$ cat src/rtl/note_detector.sv
// Measures the period of a square-wave tone and resolves it to one of the 36 piano notes C3..B5.
// Optional feature macro: NOTE_DETECT_CONFIRM_EN (require CONFIRM identical matches before publishing).
module note_detector #(
    parameter int CLK_PER_US = 50,
    parameter int TIMEOUT_US = 10000,
    parameter int TOL_SHIFT  = 5,
    parameter int CONFIRM    = 3
) (
    input  logic        clk,
    input  logic        rst,
    input  logic        tone_in,
    output logic        note_valid,
    output logic        note_err,
    output logic        note_active,
    output logic [5:0]  note_idx,
    output logic [35:0] note_onehot,
    output logic [13:0] period_us
);

    localparam int          PS_W    = (CLK_PER_US > 1) ? $clog2(CLK_PER_US) : 1;
    localparam logic [13:0] TIMEOUT = 14'(TIMEOUT_US);

    if (CONFIRM < 1 || CONFIRM > 3) begin : g_bad_confirm
        $error("CONFIRM must be in 1..3");
    end

    typedef enum logic [1:0] {IDLE, MEASURE, SEARCH, CHECK} state_t;

    // Full tone period in us for each key, twice the generator's half-period table
    function automatic logic [13:0] ref_period(input logic [5:0] k);
        case (k)
            6'd0:  ref_period = 14'd7644;  6'd1:  ref_period = 14'd7216;
            6'd2:  ref_period = 14'd6810;  6'd3:  ref_period = 14'd6428;
            6'd4:  ref_period = 14'd6068;  6'd5:  ref_period = 14'd5726;
            6'd6:  ref_period = 14'd5406;  6'd7:  ref_period = 14'd5102;
            6'd8:  ref_period = 14'd4816;  6'd9:  ref_period = 14'd4546;
            6'd10: ref_period = 14'd4290;  6'd11: ref_period = 14'd4050;
            6'd12: ref_period = 14'd3822;  6'd13: ref_period = 14'd3608;
            6'd14: ref_period = 14'd3406;  6'd15: ref_period = 14'd3214;
            6'd16: ref_period = 14'd3034;  6'd17: ref_period = 14'd2864;
            6'd18: ref_period = 14'd2702;  6'd19: ref_period = 14'd2552;
            6'd20: ref_period = 14'd2408;  6'd21: ref_period = 14'd2272;
            6'd22: ref_period = 14'd2146;  6'd23: ref_period = 14'd2024;
            6'd24: ref_period = 14'd1912;  6'd25: ref_period = 14'd1804;
            6'd26: ref_period = 14'd1702;  6'd27: ref_period = 14'd1608;
            6'd28: ref_period = 14'd1516;  6'd29: ref_period = 14'd1432;
            6'd30: ref_period = 14'd1352;  6'd31: ref_period = 14'd1276;
            6'd32: ref_period = 14'd1204;  6'd33: ref_period = 14'd1136;
            6'd34: ref_period = 14'd1072;  6'd35: ref_period = 14'd1012;
            default: ref_period = 14'd0;
        endcase
    endfunction

    function automatic logic [14:0] abs_diff(input logic [13:0] a, input logic [13:0] b);
        abs_diff = (a >= b) ? {1'b0, a - b} : {1'b0, b - a};
    endfunction

    logic            s1, s2, s3;
    logic            rise, tick;
    logic [PS_W-1:0] presc;
    logic [13:0]     per_cnt, per_now;
    state_t          state;
    logic [5:0]      k, best;
    logic [14:0]     best_err, err_k, tol;

    assign rise  = s2 & ~s3;
    assign tick  = (presc == PS_W'(CLK_PER_US - 1));
    // A tick landing on the capture cycle completes that microsecond, so it counts
    assign per_now = (tick && per_cnt < TIMEOUT) ? per_cnt + 14'd1 : per_cnt;
    assign err_k = abs_diff(period_us, ref_period(k));
    assign tol   = {1'b0, ref_period(best)} >> TOL_SHIFT;

    always_ff @(posedge clk) begin
        if (rst) begin
            s1 <= 1'b0; s2 <= 1'b0; s3 <= 1'b0;
            presc   <= '0;
            per_cnt <= '0;
        end else begin
            s1 <= tone_in; s2 <= s1; s3 <= s2;
            if (rise) begin
                presc   <= '0;
                per_cnt <= '0;
            end else begin
                presc <= tick ? '0 : presc + PS_W'(1);
                if (tick && per_cnt < TIMEOUT) per_cnt <= per_cnt + 14'd1;
            end
        end
    end

`ifdef NOTE_DETECT_CONFIRM_EN
    logic [1:0] confirm_cnt, confirm_next;
    logic [5:0] last_idx;
    always_comb begin
        confirm_next = 2'd1;
        if (best == last_idx && confirm_cnt != 2'd0)
            confirm_next = (confirm_cnt == 2'd3) ? 2'd3 : confirm_cnt + 2'd1;
    end
`endif

    always_ff @(posedge clk) begin
        if (rst) begin
            state       <= IDLE;
            k           <= '0;
            best        <= '0;
            best_err    <= '1;
            note_valid  <= 1'b0;
            note_err    <= 1'b0;
            note_active <= 1'b0;
            note_idx    <= '0;
            note_onehot <= '0;
            period_us   <= '0;
`ifdef NOTE_DETECT_CONFIRM_EN
            confirm_cnt <= '0;
            last_idx    <= '0;
`endif
        end else begin
            note_valid <= 1'b0;
            note_err   <= 1'b0;
            case (state)
                IDLE: if (rise) state <= MEASURE;
                MEASURE: begin
                    if (rise) begin
                        period_us <= per_now;
                        k         <= '0;
                        best      <= '0;
                        best_err  <= '1;
                        state     <= SEARCH;
                    end else if (per_cnt == TIMEOUT) begin
                        state       <= IDLE;
                        note_active <= 1'b0;
                        note_onehot <= '0;
`ifdef NOTE_DETECT_CONFIRM_EN
                        confirm_cnt <= '0;
`endif
                    end
                end
                SEARCH: begin
                    // Strict compare keeps the lower index on ties
                    if (err_k < best_err) begin
                        best     <= k;
                        best_err <= err_k;
                    end
                    if (k == 6'd35) state <= CHECK;
                    else            k <= k + 6'd1;
                end
                CHECK: begin
                    state <= MEASURE;
                    if (best_err <= tol) begin
`ifdef NOTE_DETECT_CONFIRM_EN
                        confirm_cnt <= confirm_next;
                        last_idx    <= best;
                        if (int'(confirm_next) >= CONFIRM) begin
                            note_valid  <= 1'b1;
                            note_idx    <= best;
                            note_onehot <= 36'd1 << best;
                            note_active <= 1'b1;
                        end
`else
                        note_valid  <= 1'b1;
                        note_idx    <= best;
                        note_onehot <= 36'd1 << best;
                        note_active <= 1'b1;
`endif
                    end else begin
                        note_err    <= 1'b1;
                        note_active <= 1'b0;
                        note_onehot <= '0;
`ifdef NOTE_DETECT_CONFIRM_EN
                        confirm_cnt <= '0;
`endif
                    end
                end
                default: state <= IDLE;
            endcase
        end
    end

endmodule

$ cat config.mk
export PLATFORM = sky130hd
export DESIGN_NAME = note_detector
export DESIGN_NICKNAME = d
export VERILOG_FILES = /design/src/rtl/note_detector.sv
export SDC_FILE = /design/constraint.sdc
export NUM_CORES = 1
export LEC_CHECK = 0
export ABC_AREA = 1
export CAP_MARGIN = 10
export CORE_MARGIN = 2
export CORE_UTILIZATION = 57
export CTS_BUF_LIST = sky130_fd_sc_hd__clkbuf_8
export CTS_CLUSTER_SIZE = 20
export DETAILED_ROUTE_END_ITERATION = 7
export PLACE_DENSITY = 0.78
export SETUP_SLACK_MARGIN = 0.05
export SLEW_MARGIN = 0
export SYNTH_ARGS = -nofsm -noshare
export SYNTH_HDL_FRONTEND = slang
export SYNTH_SLANG_ARGS = --single-unit
$ cat constraint.sdc
create_clock -name clk -period 10.4 [get_ports clk]
set_input_delay 2.08 -clock clk [delete_from_list [all_inputs] [get_ports clk]]
set_output_delay 2.08 -clock clk [all_outputs]
set_load 0.005 [all_outputs]
==> metrics.cfg, run 1 <==
[timing]
grt_setup_unrepaired=false
slew_viol_final=0
maxSlewHeadroom=0.474
min_period_ns=5.19
finalCritPeriodShare=0.499
skew_ns=0.0165
max_freq_ghz=0.193
tightest_slew_ns=0.790
finalSetupViolCount=0
finalHoldViolCount=0
setup_ws_ns=5.21
final.setup.tns_ns=0

[yosys]
synth_area_leaders=dfxtp_1, nand2_1, ha_1
yosysMostFrequentCell=nand2_1
synth_top_area_share=0.303
avgSynthCellArea_um2=6.69
synth_seq_cells=131
yosys_warnings=0
ys_seq_area_frac=0.303
syn_area_mm2=0.00865
synth_top_cell_by_area=dfxtp_1
postSynth.asyncResetShare=0
syn-num-nets=1367
yosysUniqueCellTypes=50
netlist_instances=1292
synth_ff_type=dfxtp_1
synth-edff-count=0
synthTopCellsByCount=nand2_1, inv_1, dfxtp_1, nor2_1, a21oi_1

[place]
portBuffers=61
dp_hpwl_um=16600
place_ws_ns=5.33
gp_congestion=0.936

[grt]
grt_pass1_vias=7716
grt_max_degree=69
antenna_found_initial=0
gr-total-overflow=0
grt_pass1_wl_um=37000
gr-usage-all-layers=0.281

[cts]
cts_resized=0
cts_root_buf=clkbuf_8
cts_buffers=17
clock_latency_ns=0.47
cts_tree=done
cts.sinks=131
cts_htree_levels=4
postCtsHoldBufs=0
path_clk_slew_ns=0.08
clockBufferDepth=2
postCtsSetupBuffers=0

[critical_path]
rr_startpoint=period_us[5]
crit_buf_inv=5
cp_max_fo=20
reg2reg_slack_ns=5.21
slowest_stage=ha_1
slowest_delay_ns=0.42
cpLargestDelayFamily=simple AND/OR/NAND/NOR gates
cpMostUsedCell=nand2_1
endpoint_kind=flop
crit_type=flop to flop
r2r_cells=29
start_kind=flop
crit_required_ns=10.76
timing.rr.end=tol[2]
worstPathArrival_ns=5.55

[layout]
register_area_mm2=0.00262
syn2layout_area_growth_pct=11.8
n_fill_cell=1376
nNetsFinal=1399
antenna_cells=0
multi_input_area_mm2=0.00501
layout-drive-gt1-share=0.0643

[floorplanning]
num_rows=45
die_x_um=127
io_pins=62
dieArea_mm2=0.0162
die_y_um=127
core_area_mm2=0.0150
start_util=0.575

[worst_hold_path]
hold_class=flop to flop
worstHoldStart=s1
hold_depth=2
whs_endpoint=s2

[power]
leakage_nw=4.54
power_frac_clock=0.248
vdd_drop_max_mv=0.0965
p_sw_frac=0.430
power_frac_comb=0.400
p_total_w=0.00169
p_per_area_mw_per_mm2=175
p_int_w=0.000961
p_switching_w=0.000726
seqPwrFrac=0.352

[routing]
viasPerCell=5.52
route.detailed.drc=0
drt_wl_total_um=22300
drt-initial-drc-count=772
antenna_left=0
wire_per_inst_um=14.6
vias=8412
firstDrtPassIters=5

[outcome]
outcome=complete, no violations

[run]
drv_cap=0

==> final cells by class <==
type | count | area share
Sequential cell | 131 | 0.271
Clock buffer | 17 | 0.0242
Inverter | 207 | 0.0806
Tap cell | 188 | 0.0243
Timing Repair Buffer | 65 | 0.0657
Multi-Input combinational cell | 902 | 0.519
Clock inverter | 15 | 0.0153
==> routing by layer <==
metal,GRT usage,wire length (um),vias up
met2,0.437,9820,276
met3,0.0532,1250,55
met5,0,0,-
met4,0.0989,565,0
li1,-,-,4230
met1,0.391,10700,3851
==> flip-flops by register name, indices dropped and copies added, names as in the netlist, named ones only <==
signal       count
s1               1
period_us       14
note_onehot     36
best             6
best_err        15
state            2
note_err         1
k                6
s2               1
tol              8
per_cnt         14
presc            6
s3               1
note_idx         6
note_valid       1
note_active      1
==> cell usage in the layout (no fill, tap or decap), drive strengths merged, types with 4 or more instances in the layout <==
cell type and count:
nand2 312, inv 212, dfxtp 131, nor2 124, a21oi 100, ha 70
nand3 66, clkdlybuf4s50 60, nand4 59, o21ai 56, xor2 34, nor3 18
clkbuf 17, o211ai 17, o22ai 11, nor4 6, clkinv 6, a31oi 5
buf 5, nand3b 4
==> kinds of logic after synthesis <==
group	after synthesis	synth area share
compound gates	200	0.130
simple gates	595	0.306
xor+xnor	35	0.0363
buf+inv	259	0.118
fa+ha+maj	72	0.106
flops	131	0.303
==> worst register-to-register path, delay by kind of cell (launching register included) <==
kind | cells | cell delay (ns)
compound gates | 4 | 0.74
fa+ha+maj | 3 | 1.04
buf+inv | 5 | 0.85
simple gates | 17 | 2.09
flops | 1 | 0.36
==> worst max-delay path by stage <==
stage	start	to	slack, ns	cells past startpoint
finish	period_us[5]	tol[2]	5.21	29
global route	period_us[5]	tol[2]	4.68	31
CTS	period_us[5]	tol[2]	5.29	31
detailed placement	period_us[5]	tol[2]	5.33	31
global placement	period_us[5]	tol[2]	5.41	31
floorplan	period_us[7]	tol[2]	6.30	32
==> power groups by stage <==
| stage | Sequential, W | Clock (W) | Combinational, W |
|---|---|---|---|
| 2_1_floorplan | 0.000581 | 0 | 0.000531 |
| 3_3_place_gp | 0.000603 | 0 | 0.000659 |
| 3_5_place_dp | 0.000604 | 0 | 0.000663 |
| 4_1_cts | 0.000592 | 0.000423 | 0.000666 |
| 5_1_grt | 0.000599 | 0.000444 | 0.000772 |
| 6_report | 0.000594 | 0.000419 | 0.000674 |
==> per-stage QoR <==
step,std cells,area (um2),hold slack (ns),utilization
after floorplan,1292,8650,0.388,-
after global placement,1493,9290,0.391,0.618
after detailed placement,1493,9290,0.396,0.618
after CTS,1525,9670,0.407,0.643
after global routing,1525,9670,0.430,0.643
final,1525,9670,0.407,0.643
Note: power is estimated with default switching activity, not from simulation.
==> inputs of run 2 (changes only) <==
CORE_UTILIZATION = 56   (was 57)
PLACE_DENSITY = 0.8   (was 0.78)
clock period = 4.5 ns   (was 10.4 ns; I/O delays follow)
==> run 2 against run 1 <==
  * Global-route usage grew 0.18 points
  * Setup slack got worse by 5.0 ns
  * Sequential cell count unchanged
  * Register-to-register slack lost 5.0 ns
  * Clock-buffer cell count did not move
==> metrics.cfg, run 2 (synthesis gave the netlist of run 1 again) <==
[outcome]
outcome=complete, no violations

[routing]
route.detailed.drc=0
vias=8671
viasPerCell=5.59
firstDrtPassIters=5
wire_per_inst_um=15.2
drt_wl_total_um=23500
drt-initial-drc-count=768
antenna_left=0

[grt]
grt_pass1_wl_um=37400
grt_pass1_vias=7773
gr-total-overflow=0
gr-usage-all-layers=0.283
grt_max_degree=64
antenna_found_initial=0

[floorplanning]
io_pins=62
start_util=0.571
dieArea_mm2=0.0165
die_y_um=128
die_x_um=128
num_rows=45
core_area_mm2=0.0151

[critical_path]
r2r_cells=33
crit_required_ns=4.91
cpLargestDelayFamily=simple AND/OR/NAND/NOR gates
start_kind=flop
crit_buf_inv=6
crit_type=flop to flop
slowest_stage=ha_1
worstPathArrival_ns=4.66
cp_max_fo=5
cp.depth=33
cpMostUsedCell=nand2_1
slowest_delay_ns=0.37
endpoint_kind=flop

[layout]
largest-register=note_onehot
antenna_cells=0
layout-drive-gt1-share=0.123
final_util=0.672
top_regs=note_onehot (36), best_err (15)
largest_reg_flops=36
syn2layout_area_growth_pct=17.8
nNetsFinal=1424
final_common_cell=nand2_1
most-common-layout-cells=nand2_1, inv_1, dfxtp_1

[timing]
finalCritPeriodShare=0.945
max_freq_ghz=0.235
finalHoldViolCount=0
min_period_ns=4.25
finalSetupViolCount=0
skew_ns=0.0164
maxSlewHeadroom=0.482
slew_viol_final=0
grt_setup_unrepaired=true
tightest_slew_ns=0.774
hold_ws_ns=0.406

[cts]
cts_root_buf=clkbuf_8
clockBufferDepth=2
path_clk_slew_ns=0.09
cts.sinks=131
cts_htree_levels=4
clock_latency_ns=0.46
cts_tree=done
cts_buffers=17
postCtsHoldBufs=0

[power]
p_per_area_mw_per_mm2=409
vdd_drop_max_mv=0.255
leakage_nw=4.75

[worst_hold_path]
hold_depth=2
hold_class=flop to flop

[run]
drv_cap=0

[place]
portBuffers=61
dp_hpwl_um=16900
gp_congestion=0.974

## run 2: changes by cell type in the layout (fill, tap and decap cells not counted), moves of 4 or more
cell,delta
a21oi_1,-9
a21oi_2,+7
buf_4,+23
clkinv_4,-4
dfxtp_1,-9
dfxtp_2,+8
ha_1,-11
ha_4,+10
inv_6,+4
nand2_1,-9
nand2_2,+7
nor2_1,-7
nor2_2,+6
## run 2: timing repair
item	4_1_cts	5_1_grt
setup endpoints to repair	6	19
resized for setup	6	70
buffers inserted	0	5
gates cloned	0	0
pin swaps	0	14
## run 2: power breakdown
group	leakage (nW)	internal (W)	switching, W
sequential	1.07	0.00127	0.000120
combinational	3.47	0.000632	0.00111
clock	0.205	0.000464	0.000568
total	4.75	0.00236	0.00180
## run 2: through the flow
step                cells  TNS (ns)  power, W  setup WS [ns]  instance area (um2)
floorplan            1292         0   0.00257          0.397                 8650
global placement     1513         0   0.00296          0.101                 9440
detailed placement   1513         0   0.00297         0.0434                 9440
CTS                  1545         0   0.00401         0.0607                 9850
global route         1550    -0.166   0.00448        -0.0923                10200
finish               1550         0   0.00416          0.249                10200
## run 2: final timing paths
kind	endpoint	slack, ns	from
worst max-delay path	tol[2]	0.25	period_us[12]
worst min-delay path	s2	0.41	s1
worst max register to register	tol[2]	0.25	period_us[12]
worst min register to register	s2	0.41	s1
## run 2: layout make-up
type | count | area (um2)
Sequential cell | 131 | 2640
Fill cell | 1329 | 4960
Inverter | 207 | 785
Tap cell | 188 | 235
Clock inverter | 15 | 160
Multi-Input combinational cell | 902 | 5300
Clock buffer | 17 | 234
Timing Repair Buffer | 90 | 831
## run 2: worst min-delay path: cells and delay by family, from the launching register on
family                 cells  cell delay (ns)
buffers and inverters      1             0.04
AND/OR/NAND/NOR            1             0.03
flip-flops                 1             0.30
## run 2: routing by layer
metal  wire, um  share of wire  GRT usage  up-vias
li1           -              -          -     4293
met2      10700           0.45      0.444      350
met5          0              0          0        -
met1      10800           0.46      0.398     3983
met4        444          0.019     0.0814        0
met3       1610          0.068     0.0492       45
